<file path="config.mk">
export PLATFORM = sky130hd
export DESIGN_NAME = ccff_readback
export DESIGN_NICKNAME = d
export VERILOG_FILES = /design/src/rtl/ccff_pkg.sv /design/src/rtl/ccff_rd_outreg.sv /design/src/rtl/ccff_readback.sv
export SDC_FILE = /design/constraint.sdc
export NUM_CORES = 1
export LEC_CHECK = 0
export CELL_PAD_IN_SITES_DETAIL_PLACEMENT = 0
export CELL_PAD_IN_SITES_GLOBAL_PLACEMENT = 1
export CORE_AREA = 2 2 84 86
export CTS_CLUSTER_DIAMETER = 150
export CTS_CLUSTER_SIZE = 8
export DETAILED_ROUTE_END_ITERATION = 16
export DIE_AREA = 0 0 86 88
export PLACE_DENSITY_LB_ADDON = 0.1
export REMOVE_ABC_BUFFERS = 1
export SLEW_MARGIN = 25
export SYNTH_ARGS = -nofsm -noshare
export SYNTH_HDL_FRONTEND = slang
export SYNTH_HIERARCHICAL = 1
export SYNTH_SLANG_ARGS = --single-unit
</file>
<file path="constraint.sdc">
create_clock -name prog_clk -period 2.2 [get_ports prog_clk]
set_input_delay 0.22 -clock prog_clk [delete_from_list [all_inputs] [get_ports prog_clk]]
set_output_delay 0.22 -clock prog_clk [all_outputs]
set_load 0.1 [all_outputs]
</file>
<file path="src/rtl/ccff_pkg.sv">
// Shared types and constants for the configuration-chain readback engine.
package ccff_pkg;

    typedef enum logic [1:0] {
        ST_IDLE  = 2'd0,
        ST_SHIFT = 2'd1,
        ST_DRAIN = 2'd2,
        ST_DONE  = 2'd3
    } ccff_state_e;

    localparam int CKSUM_W = 16;

    // Modular accumulate; wrap-around at 2^CKSUM_W is intended.
    function automatic logic [CKSUM_W-1:0] cksum_add(input logic [CKSUM_W-1:0] acc,
                                                     input logic [CKSUM_W-1:0] word);
        return acc + word;
    endfunction

endpackage

</file>
<file path="src/rtl/ccff_rd_outreg.sv">
// Single-entry output holding register with valid/ready handshake; load_ok tells
// the producer it may load this cycle (register empty or draining now).
module ccff_rd_outreg
    import ccff_pkg::*;
#(
    parameter int W = 8
) (
    input  logic         clk,
    input  logic         rst_n,
    input  logic         flush,
    input  logic         load,
    input  logic [W-1:0] load_data,
    input  logic         rd_ready,
    output logic         rd_valid,
    output logic [W-1:0] rd_data,
    output logic         load_ok,
    output logic         xfer
);

    logic         valid_q, valid_d;
    logic [W-1:0] data_q, data_d;

    assign xfer     = valid_q & rd_ready;
    assign load_ok  = ~valid_q | rd_ready;
    assign rd_valid = valid_q;
    assign rd_data  = data_q;

    // Next-state for the holding register; flush wins over load and transfer.
    always_comb begin
        valid_d = valid_q;
        data_d  = data_q;
        if (flush) begin
            valid_d = 1'b0;
        end else if (load) begin
            valid_d = 1'b1;
            data_d  = load_data;
        end else if (xfer) begin
            valid_d = 1'b0;
        end else begin
            valid_d = valid_q;
        end
    end

    // Holding register state.
    always_ff @(posedge clk or negedge rst_n) begin
        if (!rst_n) begin
            valid_q <= 1'b0;
            data_q  <= {W{1'b0}};
        end else begin
            valid_q <= valid_d;
            data_q  <= data_d;
        end
    end

endmodule

</file>
<file path="src/rtl/ccff_readback.sv">
// Configuration-chain readback: shifts NUM_CHAINS parallel chains CHAIN_LEN times,
// streams each tail word out over valid/ready, optionally recirculating it back.
module ccff_readback
    import ccff_pkg::*;
#(
    parameter int NUM_CHAINS = 8,
    parameter int CHAIN_LEN  = 1024
) (
    input  logic                  prog_clk,
    input  logic                  prog_reset_n,
    input  logic                  start,
    input  logic                  restore,
    input  logic                  abort,
    input  logic [NUM_CHAINS-1:0] ccff_tail,
    output logic [NUM_CHAINS-1:0] ccff_head,
    output logic                  ccff_shift_en,
    output logic [NUM_CHAINS-1:0] rd_data,
    output logic                  rd_valid,
    input  logic                  rd_ready,
    output logic                  busy,
    output logic                  done,
    output logic [CKSUM_W-1:0]    checksum
);

    localparam int            CNT_W    = $clog2(CHAIN_LEN + 1);
    localparam logic [CNT_W-1:0] CNT_LAST = CNT_W'(CHAIN_LEN - 1);

    ccff_state_e          state_q, state_d;
    logic [CNT_W-1:0]     cnt_q, cnt_d;
    logic [CKSUM_W-1:0]   cksum_q, cksum_d;
    logic                 restore_q, restore_d;

    logic                 load_ok_s;
    logic                 xfer_s;
    logic [CKSUM_W-1:0]   word_ext_s;

    // Abort must kill the shift in the same cycle, so shift_en stays combinational.
    assign ccff_shift_en = (state_q == ST_SHIFT) & load_ok_s & ~abort;
    assign ccff_head     = (ccff_shift_en & restore_q) ? ccff_tail : {NUM_CHAINS{1'b0}};
    assign word_ext_s    = CKSUM_W'(rd_data);
    assign busy          = (state_q != ST_IDLE);
    assign done          = (state_q == ST_DONE);
    assign checksum      = cksum_q;

    ccff_rd_outreg #(
        .W (NUM_CHAINS)
    ) u_outreg (
        .clk       (prog_clk),
        .rst_n     (prog_reset_n),
        .flush     (abort),
        .load      (ccff_shift_en),
        .load_data (ccff_tail),
        .rd_ready  (rd_ready),
        .rd_valid  (rd_valid),
        .rd_data   (rd_data),
        .load_ok   (load_ok_s),
        .xfer      (xfer_s)
    );

    // Pass sequencing, shift counting and checksum accumulation.
    always_comb begin
        state_d   = state_q;
        cnt_d     = cnt_q;
        cksum_d   = cksum_q;
        restore_d = restore_q;
        if (abort) begin
            state_d = ST_IDLE;
        end else begin
            case (state_q)
                ST_IDLE: begin
                    if (start) begin
                        state_d   = ST_SHIFT;
                        cnt_d     = {CNT_W{1'b0}};
                        cksum_d   = {CKSUM_W{1'b0}};
                        restore_d = restore;
                    end else begin
                        state_d = ST_IDLE;
                    end
                end
                ST_SHIFT: begin
                    if (ccff_shift_en && (cnt_q == CNT_LAST)) begin
                        state_d = ST_DRAIN;
                    end else begin
                        state_d = ST_SHIFT;
                    end
                end
                ST_DRAIN: begin
                    if (xfer_s) begin
                        state_d = ST_DONE;
                    end else begin
                        state_d = ST_DRAIN;
                    end
                end
                ST_DONE: begin
                    state_d = ST_IDLE;
                end
                default: begin
                    state_d = ST_IDLE;
                end
            endcase
            if (ccff_shift_en) begin
                cnt_d = cnt_q + CNT_W'(1);
            end else begin
                cnt_d = cnt_d;
            end
            if (xfer_s && (state_q != ST_IDLE)) begin
                cksum_d = cksum_add(cksum_q, word_ext_s);
            end else begin
                cksum_d = cksum_d;
            end
        end
    end

    // Control state registers.
    always_ff @(posedge prog_clk or negedge prog_reset_n) begin
        if (!prog_reset_n) begin
            state_q   <= ST_IDLE;
            cnt_q     <= {CNT_W{1'b0}};
            cksum_q   <= {CKSUM_W{1'b0}};
            restore_q <= 1'b0;
        end else begin
            state_q   <= state_d;
            cnt_q     <= cnt_d;
            cksum_q   <= cksum_d;
            restore_q <= restore_d;
        end
    end

endmodule

</file>
==> out/results.txt <==
Status - finished, final reports clean
Largest net degree at the start of global routing - 40
Total power - 2.384 mW
Kind of critical path - flip-flop to flip-flop
Max_cap viols - 0
Worst hold-check path type - input port to asynchronous set/reset pin
# clock sinks - 39
Fin crit period - 2.176 ns
Cell Count Post-Placement - 374
Number of antenna diodes - 0
Setup tns final - 0 ns
DR pass1 iterations - 4
TritonCTS Buffers - 5
Number of synthesized flops with an enable pin - 0
Ys Warns - 6
Final nets - 328
Total Wirelength - 5810 µm
Design Area, Final - 3176 µm²
Die X - 86 µm
Final GP Congestion - 0.7874
Worst-skew pair later-pin latency - 0.29 ns
Via count - 1947
Unrepaired setup endpoints after global routing - yes
Chip Height - 88 µm
Top FF cell, synth - dfrtp_1
Slew Limit Fails - 0
Hold Slack - 0.4379 ns
Leak - 1.549 nW
Final setup viols - 0
Area Growth Syn to Fin - 41.55%
Tcrit/Tclk final - 98.91%
CTS Root Cell - clkbuf_8
Post-Place Worst Slack - -0.03819 ns
Top Ports - 50
Clock Skews - 0.004527 ns
Initial antenna violation count - 0
GR Overflow Total - 0
Tot GR Track Use - 16.57%
F_max - 0.4596 GHz
Nature of the critical path endpoint - flip-flop
Fraction of registers with async set/reset - 100.0%
DRC - 0
Dpl cell area - 2977 µm²
Pwr/cell area - 750.7 nW/µm²
Die area - 7568 µm²
Routed vias/inst - 5.057
Final Non-Filler Cells - 385
Core area - 6644 µm²
TritonCTS clock tree - done
Cell Rows - 30
Clock-pin slew on the worst setup and hold paths - 0.08 ns
Critical path arrival - 2.40 ns
Share of cells above drive strength 1 - 29.84%
Final Util - 47.80%
Worst rel slew slack - 65.72%
Vias in the first global route - 1934
Post-Syn Area - 2243 µm²
DRT iter0 DRCs - 81
First-pass GRT wire length - 9749 µm
Detailed Place HPWL - 4392 µm
WL/cell - 15.09 µm
H-tree depth - 2
Setup ws final - 0.02396 ns
Routed Antenna Nets - 0
Post-Synthesis Cells - 230
Reg2Reg Depth - 8
Worst-margin pin slew - 0.5142 ns
Port-buffer cells - 49
CP Launch Type - flip-flop
Required time worst endpoint - 2.42 ns
Cell variety after synth - 48
Maximum clock insertion buffer count - 2
Register area share after synthesis - 43.50%
Maximum VDD drop - 0.4415 mV
#FFs+latches synth - 39
Hold Fails Final Rpt - 0
Synthesized area per cell - 9.754 µm²
Critical Path Fanout Max - 5
Initial Utilization - 33.77%
kinds of logic after synthesis:
| family | count (synthesis) | share of synthesized area, % |
|---|---|---|
| AOI/OAI and AO/OA | 59 | 17.62 |
| xor gates and xnor gates | 5 | 1.952 |
| adders and majority gates | 10 | 5.912 |
| buffers and inverters | 14 | 2.789 |
| DFF | 39 | 43.50 |
| muxes | 12 | 7.139 |
| and+or+nand+nor | 91 | 21.08 |
what timing repair did:
| item | CTS | global route |
|---|---|---|
| endpoints found under the hold margin | 0 | 39 |
| endpoints found under the setup margin | 4 | 4 |
| gates cloned | 0 | 0 |
| setup buffers | 1 | 1 |
| pin swaps | 6 | 10 |
| hold buffers | 0 | 1 |
| gates resized for setup | 5 | 7 |
flip-flops by register name, summed over array words and instances, names as in the netlist:
signal	count
restore_q	1
u_outreg/rd_data	8
checksum	16
u_outreg/rd_valid	1
state_q	2
cnt_q	11
worst max-delay path, stage by stage (launching register included):
cell	delay, ns
dfrtp_1	0.36
ha_2	0.19
inv_2	0.04
fa_2	0.37
and2b_1	0.23
o2111ai_2	0.15
and3_4	0.20
or4_1	0.43
a21oi_2	0.13
layout make-up:
cell class	count	area (µm²)
Multi-Input combinational cell	177	1240
Sequential cell	39	975.9
Tap cell	80	100.1
Inverter	8	30.03
Timing Repair Buffer	73	696.9
Fill cell	662	3468
Clock buffer	6	72.57
Clock inverter	2	60.06
synthesized netlist by cell type (all sizes together) (3+ instances only):
master   n  share of area (%)
ha       9                5.0
mux2i    4                1.8
mux2     8                5.4
nor2    14                2.3
o211ai   3                1.0
nand2   33                5.9
dfrtp   39                 44
o41ai    3                1.2
nand3    8                1.8
or4      4                1.3
buf      4                1.1
inv      8                1.3
a21o     5                1.7
o21ai   16                4.1
and3    14                3.9
nand4    5                1.4
a21oi   12                2.7
xor2     3                1.2
o31ai    6                2.0
cells in the final DEF (no fill, tap or decap), types with 6 or more instances in the layout:
| cell type | instances |
|---|---|
| ha_1 | 8 |
| dfrtp_1 | 39 |
| a21oi_1 | 9 |
| nor2_1 | 14 |
| buf_12 | 9 |
| mux2_4 | 8 |
| o31ai_1 | 6 |
| o21ai_0 | 11 |
| clkdlybuf4s50_1 | 12 |
| nand3_1 | 8 |
| buf_4 | 50 |
| nand2_1 | 32 |
| and3_1 | 13 |
metal layers:
metal	track usage [%]	wire length [µm]	up-vias
met5	0	0	-
met4	4.329	47	0
met3	4.241	200	4
met2	26.92	2753	35
met1	22.07	2809	913
li1	-	-	995
report_power, final:
part           internal, mW  switching (mW)
registers             0.774          0.0651
logic                 0.261           0.572
clock network         0.454           0.258
worst paths after layout:
kind	startpoint	endpoint	slack (ns)
max	u_outreg/rd_data[0]	checksum[10]	0.02
min	prog_reset_n	u_outreg/rd_data[3]	0.44
max reg2reg	u_outreg/rd_data[0]	checksum[10]	0.02
min reg2reg	checksum[15]	checksum[15]	0.51
max in group asynchronous	prog_reset_n	checksum[9]	1.40
min in group prog_clk	restore	restore_q	0.46
(Power assumes the default switching activity.)
